--- src/rtl/north_axi_pkg.sv ---
// Shared AXI read constants and the burst-sizing helper for the north GDMA read path.
package north_axi_pkg;

    localparam logic [1:0] BURST_INCR        = 2'b01;
    localparam logic [2:0] SIZE_4B           = 3'b010;
    localparam logic [3:0] CACHE_NM          = 4'b0011;
    localparam int         MAX_BURST_WORDS   = 256;
    localparam int         BOUNDARY_1K_WORDS = 256;

    // Words in the next burst; the first burst stops at the 1 KB boundary so later
    // ones start aligned and can never straddle a 4 KB page.
    function automatic logic [8:0] burst_words(input logic [7:0]  woff,
                                               input logic [30:0] rem,
                                               input logic        first);
        logic [8:0] cap;
        cap = first ? (9'(BOUNDARY_1K_WORDS) - {1'b0, woff}) : 9'(MAX_BURST_WORDS);
        burst_words = (rem < {22'd0, cap}) ? rem[8:0] : cap;
    endfunction

endpackage

--- src/rtl/north_lenq.sv ---
// Burst-length queue: holds arlen of every issued AR until its final beat returns.
module north_lenq
    import north_axi_pkg::*;
#(
    parameter int AW = 2
) (
    input  logic       clk,
    input  logic       rst,
    input  logic       push,
    input  logic [7:0] din,
    input  logic       pop,
    output logic [7:0] head,
    output logic       empty,
    output logic       full
);

    localparam int DEPTH = 2 ** AW;

    logic [7:0]    mem_q [DEPTH];
    logic [AW-1:0] wp_q, wp_d, rp_q, rp_d;
    logic [AW:0]   cnt_q, cnt_d;
    logic          push_ok, pop_ok;

    assign empty = (cnt_q == '0);
    assign full  = (cnt_q == (AW+1)'(DEPTH));
    assign head  = mem_q[rp_q];

    always_comb begin
        pop_ok  = pop & ~empty;
        push_ok = push & (~full | pop_ok);
        wp_d    = push_ok ? wp_q + AW'(1) : wp_q;
        rp_d    = pop_ok  ? rp_q + AW'(1) : rp_q;
        cnt_d   = cnt_q;
        if (push_ok && !pop_ok) begin
            cnt_d = cnt_q + (AW+1)'(1);
        end else if (!push_ok && pop_ok) begin
            cnt_d = cnt_q - (AW+1)'(1);
        end
    end

    always_ff @(posedge clk or posedge rst) begin
        if (rst) begin
            wp_q  <= '0;
            rp_q  <= '0;
            cnt_q <= '0;
        end else begin
            wp_q  <= wp_d;
            rp_q  <= rp_d;
            cnt_q <= cnt_d;
        end
    end

    always_ff @(posedge clk) begin
        if (push_ok) begin
            mem_q[wp_q] <= din;
        end
    end

endmodule

--- src/rtl/north_ardata_rd.sv ---
// GDMA read engine: splits (start_addr, length) into AXI INCR read bursts,
// checks each returning burst and forwards the words downstream.
module north_ardata_rd
    import north_axi_pkg::*;
#(
    parameter int MAX_OUTSTANDING = 4,
    parameter int LENQ_AW         = 2
) (
    input  logic        clk,
    input  logic        rst,
    input  logic [48:0] start_addr,
    input  logic [31:0] length,
    input  logic        gdma_start,
    output logic        op_start,
    output logic        gdma_rd_busy,
    output logic        gdma_rd_done,
    output logic        gdma_rd_err,
    output logic [48:0] gdma_ddr_araddr,
    output logic [7:0]  gdma_ddr_arlen,
    output logic [2:0]  gdma_ddr_arsize,
    output logic [1:0]  gdma_ddr_arburst,
    output logic [3:0]  gdma_ddr_arcache,
    output logic [2:0]  gdma_ddr_arprot,
    output logic [3:0]  gdma_ddr_arqos,
    output logic [3:0]  gdma_ddr_arregion,
    output logic        gdma_ddr_arlock,
    output logic        gdma_ddr_arvalid,
    input  logic        gdma_ddr_arready,
    input  logic [31:0] gdma_ddr_rdata,
    input  logic [1:0]  gdma_ddr_rresp,
    input  logic        gdma_ddr_rlast,
    input  logic        gdma_ddr_rvalid,
    output logic        gdma_ddr_rready,
    output logic [31:0] rd_data,
    output logic        rd_valid,
    output logic        rd_last,
    input  logic        rd_ready
);

    localparam logic [4:0] OUT_MAX = 5'(MAX_OUTSTANDING);

    logic        start_prev_q, start_prev_d;
    logic        busy_q, busy_d, done_q, done_d, err_q, err_d;
    logic        arvalid_q, arvalid_d;
    logic [46:0] ar_waddr_q, ar_waddr_d;
    logic [7:0]  arlen_q, arlen_d;
    logic [46:0] next_waddr_q, next_waddr_d;
    logic [30:0] rem_q, rem_d, total_q, total_d, rcvd_q, rcvd_d;
    logic        first_q, first_d;
    logic [7:0]  beat_q, beat_d;
    logic [4:0]  out_q, out_d;

    logic        ar_hs, r_acc, final_beat, last_word, lq_pop;
    logic [8:0]  issued_words, nwords;
    logic [7:0]  lq_head;
    logic        lq_empty, lq_full;
    logic        unused_bits;

    assign gdma_ddr_arsize   = SIZE_4B;
    assign gdma_ddr_arburst  = BURST_INCR;
    assign gdma_ddr_arcache  = CACHE_NM;
    assign gdma_ddr_arprot   = 3'b000;
    assign gdma_ddr_arqos    = 4'b0000;
    assign gdma_ddr_arregion = 4'b0000;
    assign gdma_ddr_arlock   = 1'b0;
    assign gdma_ddr_arvalid  = arvalid_q;
    assign gdma_ddr_araddr   = {ar_waddr_q, 2'b00};
    assign gdma_ddr_arlen    = arlen_q;
    assign gdma_rd_busy      = busy_q;
    assign gdma_rd_done      = done_q;
    assign gdma_rd_err       = err_q;

    assign op_start        = gdma_start & ~start_prev_q & ~busy_q;
    assign ar_hs           = arvalid_q & gdma_ddr_arready;
    assign issued_words    = {1'b0, arlen_q} + 9'd1;
    assign gdma_ddr_rready = rd_ready & ((out_q != '0) | ar_hs);
    assign rd_valid        = gdma_ddr_rvalid & (out_q != '0);
    assign rd_data         = gdma_ddr_rdata;
    assign r_acc           = rd_valid & rd_ready;
    assign final_beat      = (beat_q == lq_head);
    assign lq_pop          = r_acc & final_beat;
    assign last_word       = ((rcvd_q + 31'd1) == total_q);
    assign rd_last         = rd_valid & busy_q & last_word;
    assign unused_bits     = lq_empty | lq_full | (^start_addr[1:0]) | (^length[1:0]);

    always_comb begin
        start_prev_d = gdma_start;
        busy_d       = busy_q;
        done_d       = done_q;
        err_d        = err_q;
        arvalid_d    = arvalid_q;
        ar_waddr_d   = ar_waddr_q;
        arlen_d      = arlen_q;
        next_waddr_d = next_waddr_q;
        rem_d        = rem_q;
        total_d      = total_q;
        rcvd_d       = rcvd_q;
        first_d      = first_q;
        beat_d       = beat_q;
        out_d        = out_q;
        nwords       = '0;

        if (ar_hs) begin
            next_waddr_d = next_waddr_q + 47'(issued_words);
            rem_d        = rem_q - 31'(issued_words);
            first_d      = 1'b0;
        end

        // Beats are counted by handshake; a misplaced rlast only flags an error.
        if (r_acc) begin
            rcvd_d = rcvd_q + 31'd1;
            if (gdma_ddr_rresp != 2'b00) begin
                err_d = 1'b1;
            end
            if (final_beat) begin
                beat_d = '0;
                if (!gdma_ddr_rlast) begin
                    err_d = 1'b1;
                end
            end else begin
                beat_d = beat_q + 8'd1;
                if (gdma_ddr_rlast) begin
                    err_d = 1'b1;
                end
            end
            if (busy_q && last_word) begin
                busy_d = 1'b0;
                done_d = 1'b1;
            end
        end

        if (ar_hs && !lq_pop) begin
            out_d = out_q + 5'd1;
        end else if (!ar_hs && lq_pop) begin
            out_d = out_q - 5'd1;
        end

        if (op_start) begin
            next_waddr_d = start_addr[48:2];
            rem_d        = {1'b0, length[31:2]} + 31'd1;
            total_d      = {1'b0, length[31:2]} + 31'd1;
            rcvd_d       = '0;
            beat_d       = '0;
            first_d      = 1'b1;
            err_d        = 1'b0;
            busy_d       = 1'b1;
            done_d       = 1'b0;
        end

        // AR fields are only reloaded when the channel is free, so they hold until arready.
        if (!arvalid_q || gdma_ddr_arready) begin
            nwords    = burst_words(next_waddr_d[7:0], rem_d, first_d);
            arvalid_d = busy_d && (rem_d != '0) && (out_d < OUT_MAX);
            if (arvalid_d) begin
                ar_waddr_d = next_waddr_d;
                arlen_d    = 8'(nwords - 9'd1);
            end
        end
    end

    always_ff @(posedge clk or posedge rst) begin
        if (rst) begin
            start_prev_q <= 1'b0;
            busy_q       <= 1'b0;
            done_q       <= 1'b1;
            err_q        <= 1'b0;
            arvalid_q    <= 1'b0;
            ar_waddr_q   <= '0;
            arlen_q      <= '0;
            next_waddr_q <= '0;
            rem_q        <= '0;
            total_q      <= '0;
            rcvd_q       <= '0;
            first_q      <= 1'b0;
            beat_q       <= '0;
            out_q        <= '0;
        end else begin
            start_prev_q <= start_prev_d;
            busy_q       <= busy_d;
            done_q       <= done_d;
            err_q        <= err_d;
            arvalid_q    <= arvalid_d;
            ar_waddr_q   <= ar_waddr_d;
            arlen_q      <= arlen_d;
            next_waddr_q <= next_waddr_d;
            rem_q        <= rem_d;
            total_q      <= total_d;
            rcvd_q       <= rcvd_d;
            first_q      <= first_d;
            beat_q       <= beat_d;
            out_q        <= out_d;
        end
    end

    north_lenq #(
        .AW(LENQ_AW)
    ) u_lenq (
        .clk  (clk),
        .rst  (rst),
        .push (ar_hs),
        .din  (arlen_q),
        .pop  (lq_pop),
        .head (lq_head),
        .empty(lq_empty),
        .full (lq_full)
    );

endmodule
--- config.mk ---
export PLATFORM = sky130hd
export DESIGN_NAME = north_ardata_rd
export DESIGN_NICKNAME = d
export VERILOG_FILES = /design/src/rtl/north_axi_pkg.sv /design/src/rtl/north_lenq.sv /design/src/rtl/north_ardata_rd.sv
export SDC_FILE = /design/constraint.sdc
export NUM_CORES = 1
export LEC_CHECK = 0
export BUFFER_PORTS_ARGS = -buffer_cell sky130_fd_sc_hd__buf_2
export CAP_MARGIN = 5
export CORE_MARGIN = 4
export CORE_UTILIZATION = 58
export CTS_BUF_LIST = sky130_fd_sc_hd__clkbuf_16
export CTS_CLUSTER_DIAMETER = 50
export CTS_CLUSTER_SIZE = 12
export DETAILED_ROUTE_END_ITERATION = 10
export PLACE_DENSITY = 0.78
export SKIP_CTS_REPAIR_TIMING = 1
export SYNTH_ARGS = -nofsm -noshare
export SYNTH_HDL_FRONTEND = slang
export SYNTH_HIERARCHICAL = 1
export SYNTH_SLANG_ARGS = --single-unit
--- constraint.sdc ---
create_clock -name clk -period 7.15 [get_ports clk]
set_input_delay 0.715 -clock clk [delete_from_list [all_inputs] [get_ports clk]]
set_output_delay 0.715 -clock clk [all_outputs]
set_load 0.05 [all_outputs]
* Word level (Yosys, flattened, before mapping)
Memories as Yosys holds them, arrays and structs flattened.
Index checks and enable logic that the tools add are counted.
** Storage, ports and cells
- Bits of input ports :: 122
- Register bits :: 221
- Memories kept :: 1
- Output and inout port bits :: 118
- Memory bits (writable) :: 32
** Cells by class
- Bitwise gates (word level) :: 17
- Equal/unequal tests :: 3
- Muxes and demuxes :: 31
- $lt $le $gt $ge :: 2
- $add $sub $neg :: 14
- Reduce and logical (&&, ||, !) cells :: 22
** Memory list
- u_lenq.mem_q :: depth 4, bits a word 8, read ports 1, clocked after memory_dff 0, wr ports 1, line north_lenq.sv:19 : logic [7:0] mem_q [DEPTH];
** Operators by type and width (count)
- $mux 31 :: 4
- $mux 47 :: 2
- $add 47x9->47 :: 1
- $mux 8 :: 4
- $add 30x1->31 const B :: 1
- $add 31x1->31 const B :: 1
- $eq 31x31->1 :: 1
- $lt 31x9->1 :: 1
- $reduce_bool 31->1 :: 1
- $sub 31x9->31 :: 1
- $mux 1 :: 16
- $and 1x1->1 :: 11
- $mux 5 :: 2
- $add 8x1->9 const B :: 1
- $mux 9 :: 1
- $sub 9x8->9 const A :: 1
- $add 8x1->8 const B :: 1
- $eq 8x8->1 :: 1
- $reduce_bool 2->1 :: 4
- $sub 8x1->8 const B :: 1
- $logic_and 1x1->1 :: 7
- $mux 3 :: 2
- $add 5x1->5 const B :: 1
- $logic_not 1->1 :: 5
- 12 further kinds :: 18

* Longest topological paths before layout
- Depth after elaboration :: 11
- Depth in mapped cells :: 32
- Depth with buffers taken out :: 29

* Modules after synthesis
The synthesis kept the hierarchy.
** By module, submodules not included
- north_ardata_rd :: times used 1, cells an instance 1501, area an instance 13728.2 sq um
- north_lenq :: times used 1, cells an instance 78, area an instance 1595.3 sq um

* Worst setup path before layout
Ideal clock, no wire load.
- Path kind :: register to register
- From :: reg busy_q (netlist: gdma_rd_busy)
- To :: reg arlen_q[6] (netlist: gdma_ddr_arlen[6])
- Library setup time :: 125 ps
- Required time :: 7025 ps
- Buffers on the path :: 6
- Setup slack :: 1152 ps
- Data arrival time :: 5873 ps
- Cell stages (with the launch flop) :: 32
- Cells stage by stage :: dfrtp_1 > or3b_2 > clkbuf_1 > buf_2 > buf_2 > buf_1 > clkbuf_1 > a31oi_1 > inv_1 > ha_1 > nand2_1 > o21a_1 > nor3_1 > inv_1 > ha_1 > a21o_1 > a21o_1 > a21oi_1 > o21ai_0 > a211oi_1 > o2111ai_1 > nor4_1 > nand3_1 > clkbuf_1 > a31oi_1 > ha_1 > nand2_1 > nor2_1 > nand3_1 > xnor2_1 > mux2i_1 > mux2_4
** Between the ends
- Cells in the longest elaborated chain, start to end :: 8
** RTL lines
- from (decl) :: line north_ardata_rd.sv:43 : logic busy_q, busy_d, done_q, done_d, err_q, err_d;
- from (signal assigned) :: line north_ardata_rd.sv:179 : busy_q <= busy_d;
- $not 1->1 (*) :: line north_ardata_rd.sv:73 : assign op_start = gdma_start & ~start_prev_q & ~busy_q;
- $and 1x1->1 (*) :: line north_ardata_rd.sv:73
- $mux 47 (*) :: line north_ardata_rd.sv:138 : if (op_start) begin
- net next_waddr_d[1] :: line north_ardata_rd.sv:47 : logic [46:0] next_waddr_q, next_waddr_d;
- $sub 9x8->9 (*) :: line north_axi_pkg.sv:16 : cap = first ? (9'(BOUNDARY_1K_WORDS) - {1'b0, woff}) : 9'(MAX_BURST_WORDS);
- $mux 9 (*) :: line north_axi_pkg.sv:16
- $lt 31x9->1 :: line north_axi_pkg.sv:17 : burst_words = (rem < {22'd0, cap}) ? rem[8:0] : cap;
- $mux 8 (*) :: line north_axi_pkg.sv:17
- $sub 8x1->8 (*) :: line north_ardata_rd.sv:156 : arlen_d = 8'(nwords - 9'd1);
- to (signal assigned) :: line north_ardata_rd.sv:184 : arlen_q <= arlen_d;
- to (decl) :: line north_ardata_rd.sv:46 : logic [7:0] arlen_q, arlen_d;
Mark *: on every way through the listed nets, which the timed path passes. The rest lies on a longest branch.
A chain may end at the register's enable or synchronous reset.

* Worst setup path after layout
- From :: reg arlen_q[1] (netlist: gdma_ddr_arlen[1])
- To :: reg arlen_q[6] (netlist: gdma_ddr_arlen[6])
** Between the ends
- Cells in the longest elaborated chain, start to end :: 9
** RTL lines
- $add 8x1->9 (*) :: line north_ardata_rd.sv:75 : assign issued_words = {1'b0, arlen_q} + 9'd1;
- $add 47x9->47 (*) :: line north_ardata_rd.sv:104 : next_waddr_d = next_waddr_q + 47'(issued_words);
- $mux 47 (*) :: line north_ardata_rd.sv:103 : if (ar_hs) begin
- $mux 47 (*) :: line north_ardata_rd.sv:138
- net next_waddr_d[5] :: line north_ardata_rd.sv:47
- $sub 9x8->9 (*) :: line north_axi_pkg.sv:16
- $mux 9 (*) :: line north_axi_pkg.sv:16
- $lt 31x9->1 :: line north_axi_pkg.sv:17
- $mux 8 (*) :: line north_axi_pkg.sv:17
- $sub 8x1->8 (*) :: line north_ardata_rd.sv:156
Marked as above.

==> flow_summary.json <==
{
  "status": "finished, final reports clean",
  "final.min_clock_period_ps": 6400,
  "rsz0062_at_grt": "false",
  "synthFlopType": "dfrtp_1",
  "grt_pass1_wl_mm": 60.5,
  "required_ps": 7590,
  "overflow": 0,
  "yosysWarnings": 6,
  "use_met1_pct": 35.3,
  "fillers": 2061,
  "powerDensity_nw_per_um2": 457,
  "die_h_um": 171,
  "core-area_um2": 26100,
  "final_antenna_net_count": 0,
  "cts_made_buffers": 30,
  "detail_route.wl_per_cell_um": 18.4,
  "critPathArrivalTime_ps": 6840,
  "max_freq_mhz": 156,
  "drt-total-wl_mm": 37.5,
  "cts_sinks": 253,
  "routabilityCongestion": 0.908,
  "max_stage_delay_ps": 490,
  "slew_viol_final": 0,
  "track_usage_pct": 25.5,
  "cp_max_fo": 13,
  "layout_common_cells": "dfrtp_1, nor2_1, buf_2, nand2_1, xnor2_1",
  "finalHoldViolations": 0,
  "final.period_utilization_pct": 89.5,
  "hpwlAfterDp_mm": 26.6,
  "die_area_um2": 29100,
  "h-tree-depth": 1,
  "grt_max_degree": 132,
  "cp-endpoint": "gdma_ddr_arlen[6]",
  "clock_skew_ps": 13.8,
  "ios": 240,
  "start_util_pct": 58.8,
  "via_count": 12100,
  "netlist_area_um2": 15300,
  "antenna_found_initial": 4,
  "synth.distinct_cells": 88,
  "yosysTopAreaCell": "dfrtp_1",
  "crit_start": "gdma_ddr_arlen[1]",
  "yosysSeqAreaShare_pct": 42.4,
  "dr.pass1.iters": 5,
  "drc_errors": 0,
  "synth_area_leaders": "dfrtp_1, edfxtp_1, xnor2_1",
  "layout_commonest_cell": "dfrtp_1",
  "fin_nets": 1840,
  "yosys.area.top_type_share_pct": 35.9,
  "die-width_um": 171,
  "synthArstFlopShare_pct": 87.4,
  "rr_endpoint": "gdma_ddr_arlen[6]",
  "synth-seq-cells": 253,
  "relSlewSlack_pct": 27.1,
  "reg2reg_from": "gdma_ddr_arlen[1]",
  "first_global_vias": 11800,
  "tns_ps": 0,
  "met2_usage_pct": 41.3,
  "setup_violations": 0,
  "r2r_cells": 28,
  "synth-edff-count": 32,
  "drtIter0Drc": 776,
  "cts_tree": "done",
  "criticalPathCategory": "register to register",
  "timing.hold.worst.class": "input port to asynchronous set/reset pin",
  "slowest_stage": "dfrtp_1",
  "clock-root-buffer": "clkbuf_16",
  "ctsLongestPathBuffers": 3,
  "synth.avg_cell_area_um2": 9.70,
  "drv_cap": 0,
  "place_area_um2": 15900,
  "cpMostUsedCell": "ha_1",
  "port_buffers": 148,
  "drive_gt1_share_pct": 17.8,
  "final_cell_area_um2": 17000,
  "cp-end-kind": "register",
  "use_met3_pct": 4.88,
  "p_leak_nw": 7.34,
  "ir_drop_mv": 0.426,
  "busiest_layer": "met2",
  "syn_to_final_growth_pct": 10.7,
  "synthCells": 1579,
  "routed_via_density": 5.95,
  "clkTransAtPathRegs_ps": 60,
  "max_slew.worst_pin.slew_ps": 1090,
  "final_util_pct": 65.1,
  "crit_path_start_kind": "register",
  "clk_latency_ps": 550,
  "reg2reg_slack_ps": 750,
  "rows": 59
}
-- sequential cells by signal, summed over array words and instances, names as in the netlist, 2 cells and up --
signal	cells
rem_q	31
u_lenq/mem_q	32
gdma_ddr_arlen	8
u_lenq/wp_q	2
next_waddr_q	47
out_q	5
rcvd_q	31
u_lenq/cnt_q	3
ar_waddr_q	47
u_lenq/rp_q	2
beat_q	8
total_q	31
-- critical path, delay by kind of cell (launching register included) --
kind,cells,cell delay (ps)
AO/OA/AOI/OAI,9,1850
buffers and inverters,2,350
flip-flops,1,490
XOR/XNOR,3,610
adder cells (fa/ha/maj),4,1200
multiplexers,3,710
AND/OR/NAND/NOR,7,1050
-- Yosys cell counts (all sizes together), types with 12 or more instances --
cell,instances
ha,41
nand2,135
or4,14
nand4,44
mux2i,13
mux2,58
clkbuf,43
or3,18
edfxtp,32
buf,78
o21ai,73
nor4,24
inv,53
nand3,65
and4,12
xor2,79
and2,13
nand2b,15
a31oi,16
and3,25
nor3,52
o21a,15
a21oi,67
dfrtp,220
nor2,153
a211oi,12
xnor2,92
-- per-stage QoR --
step / setup WS (ps) / total power [mW] / hold WS [ps] / instances
6_report: 751 / 7.76 / 175 / 2032
3_3_place_gp: 964 / 5.99 / 471 / 1977
4_1_cts: 757 / 7.75 / 156 / 2029
5_1_grt: 161 / 8.25 / 181 / 2032
3_5_place_dp: 823 / 6.13 / 486 / 1977
2_1_floorplan: 586 / 5.35 / 460 / 1600
-- how the worst min path moves through the flow --
stage	endpoint	slack (ps)
2_1_floorplan	out_q[4]	460
3_3_place_gp	gdma_rd_err	470
3_5_place_dp	ar_waddr_q[3]	490
4_1_cts	u_lenq/wp_q[0]	160
5_1_grt	u_lenq/wp_q[0]	180
6_report	u_lenq/wp_q[0]	170
-- area by class of cell --
type | count | area (µm²) | share of cell area, %
diodes | 3 | 7.51 | 0.0442
clock buffers | 31 | 776 | 4.57
clock inverters | 21 | 244 | 1.44
inverters | 54 | 213 | 1.25
multi-input cells | 1172 | 7970 | 46.9
flip-flops and latches | 253 | 6490 | 38.3
well taps | 335 | 419 | 2.47
repair buffers | 163 | 853 | 5.03
-- power by group --
part / switching [mW] / total [mW] / internal [mW]
Clock: 0.615 / 1.58 / 0.963
Combinational: 2.35 / 3.89 / 1.54
Sequential: 0.384 / 2.29 / 1.90
-- cell families after synthesis --
group | synth area share (%)
fa+ha+maj | 3.74
simple gates | 19.7
other cells | 0.0490
flops | 42.4
compound gates | 10.6
mux | 7.51
buf+inv | 6.25
xor+xnor | 9.77
-- routing by layer --
| metal | share of wire, % | up-vias | wire length, µm |
|---|---|---|---|
| met5 | 0.019 | - | 7 |
| met4 | 2.5 | 2 | 919 |
| met3 | 7.6 | 66 | 2860 |
| met2 | 47 | 420 | 17600 |
| met1 | 43 | 5866 | 16100 |
| li1 | - | 5733 | - |
Note: power is estimated with default switching activity, not from simulation.
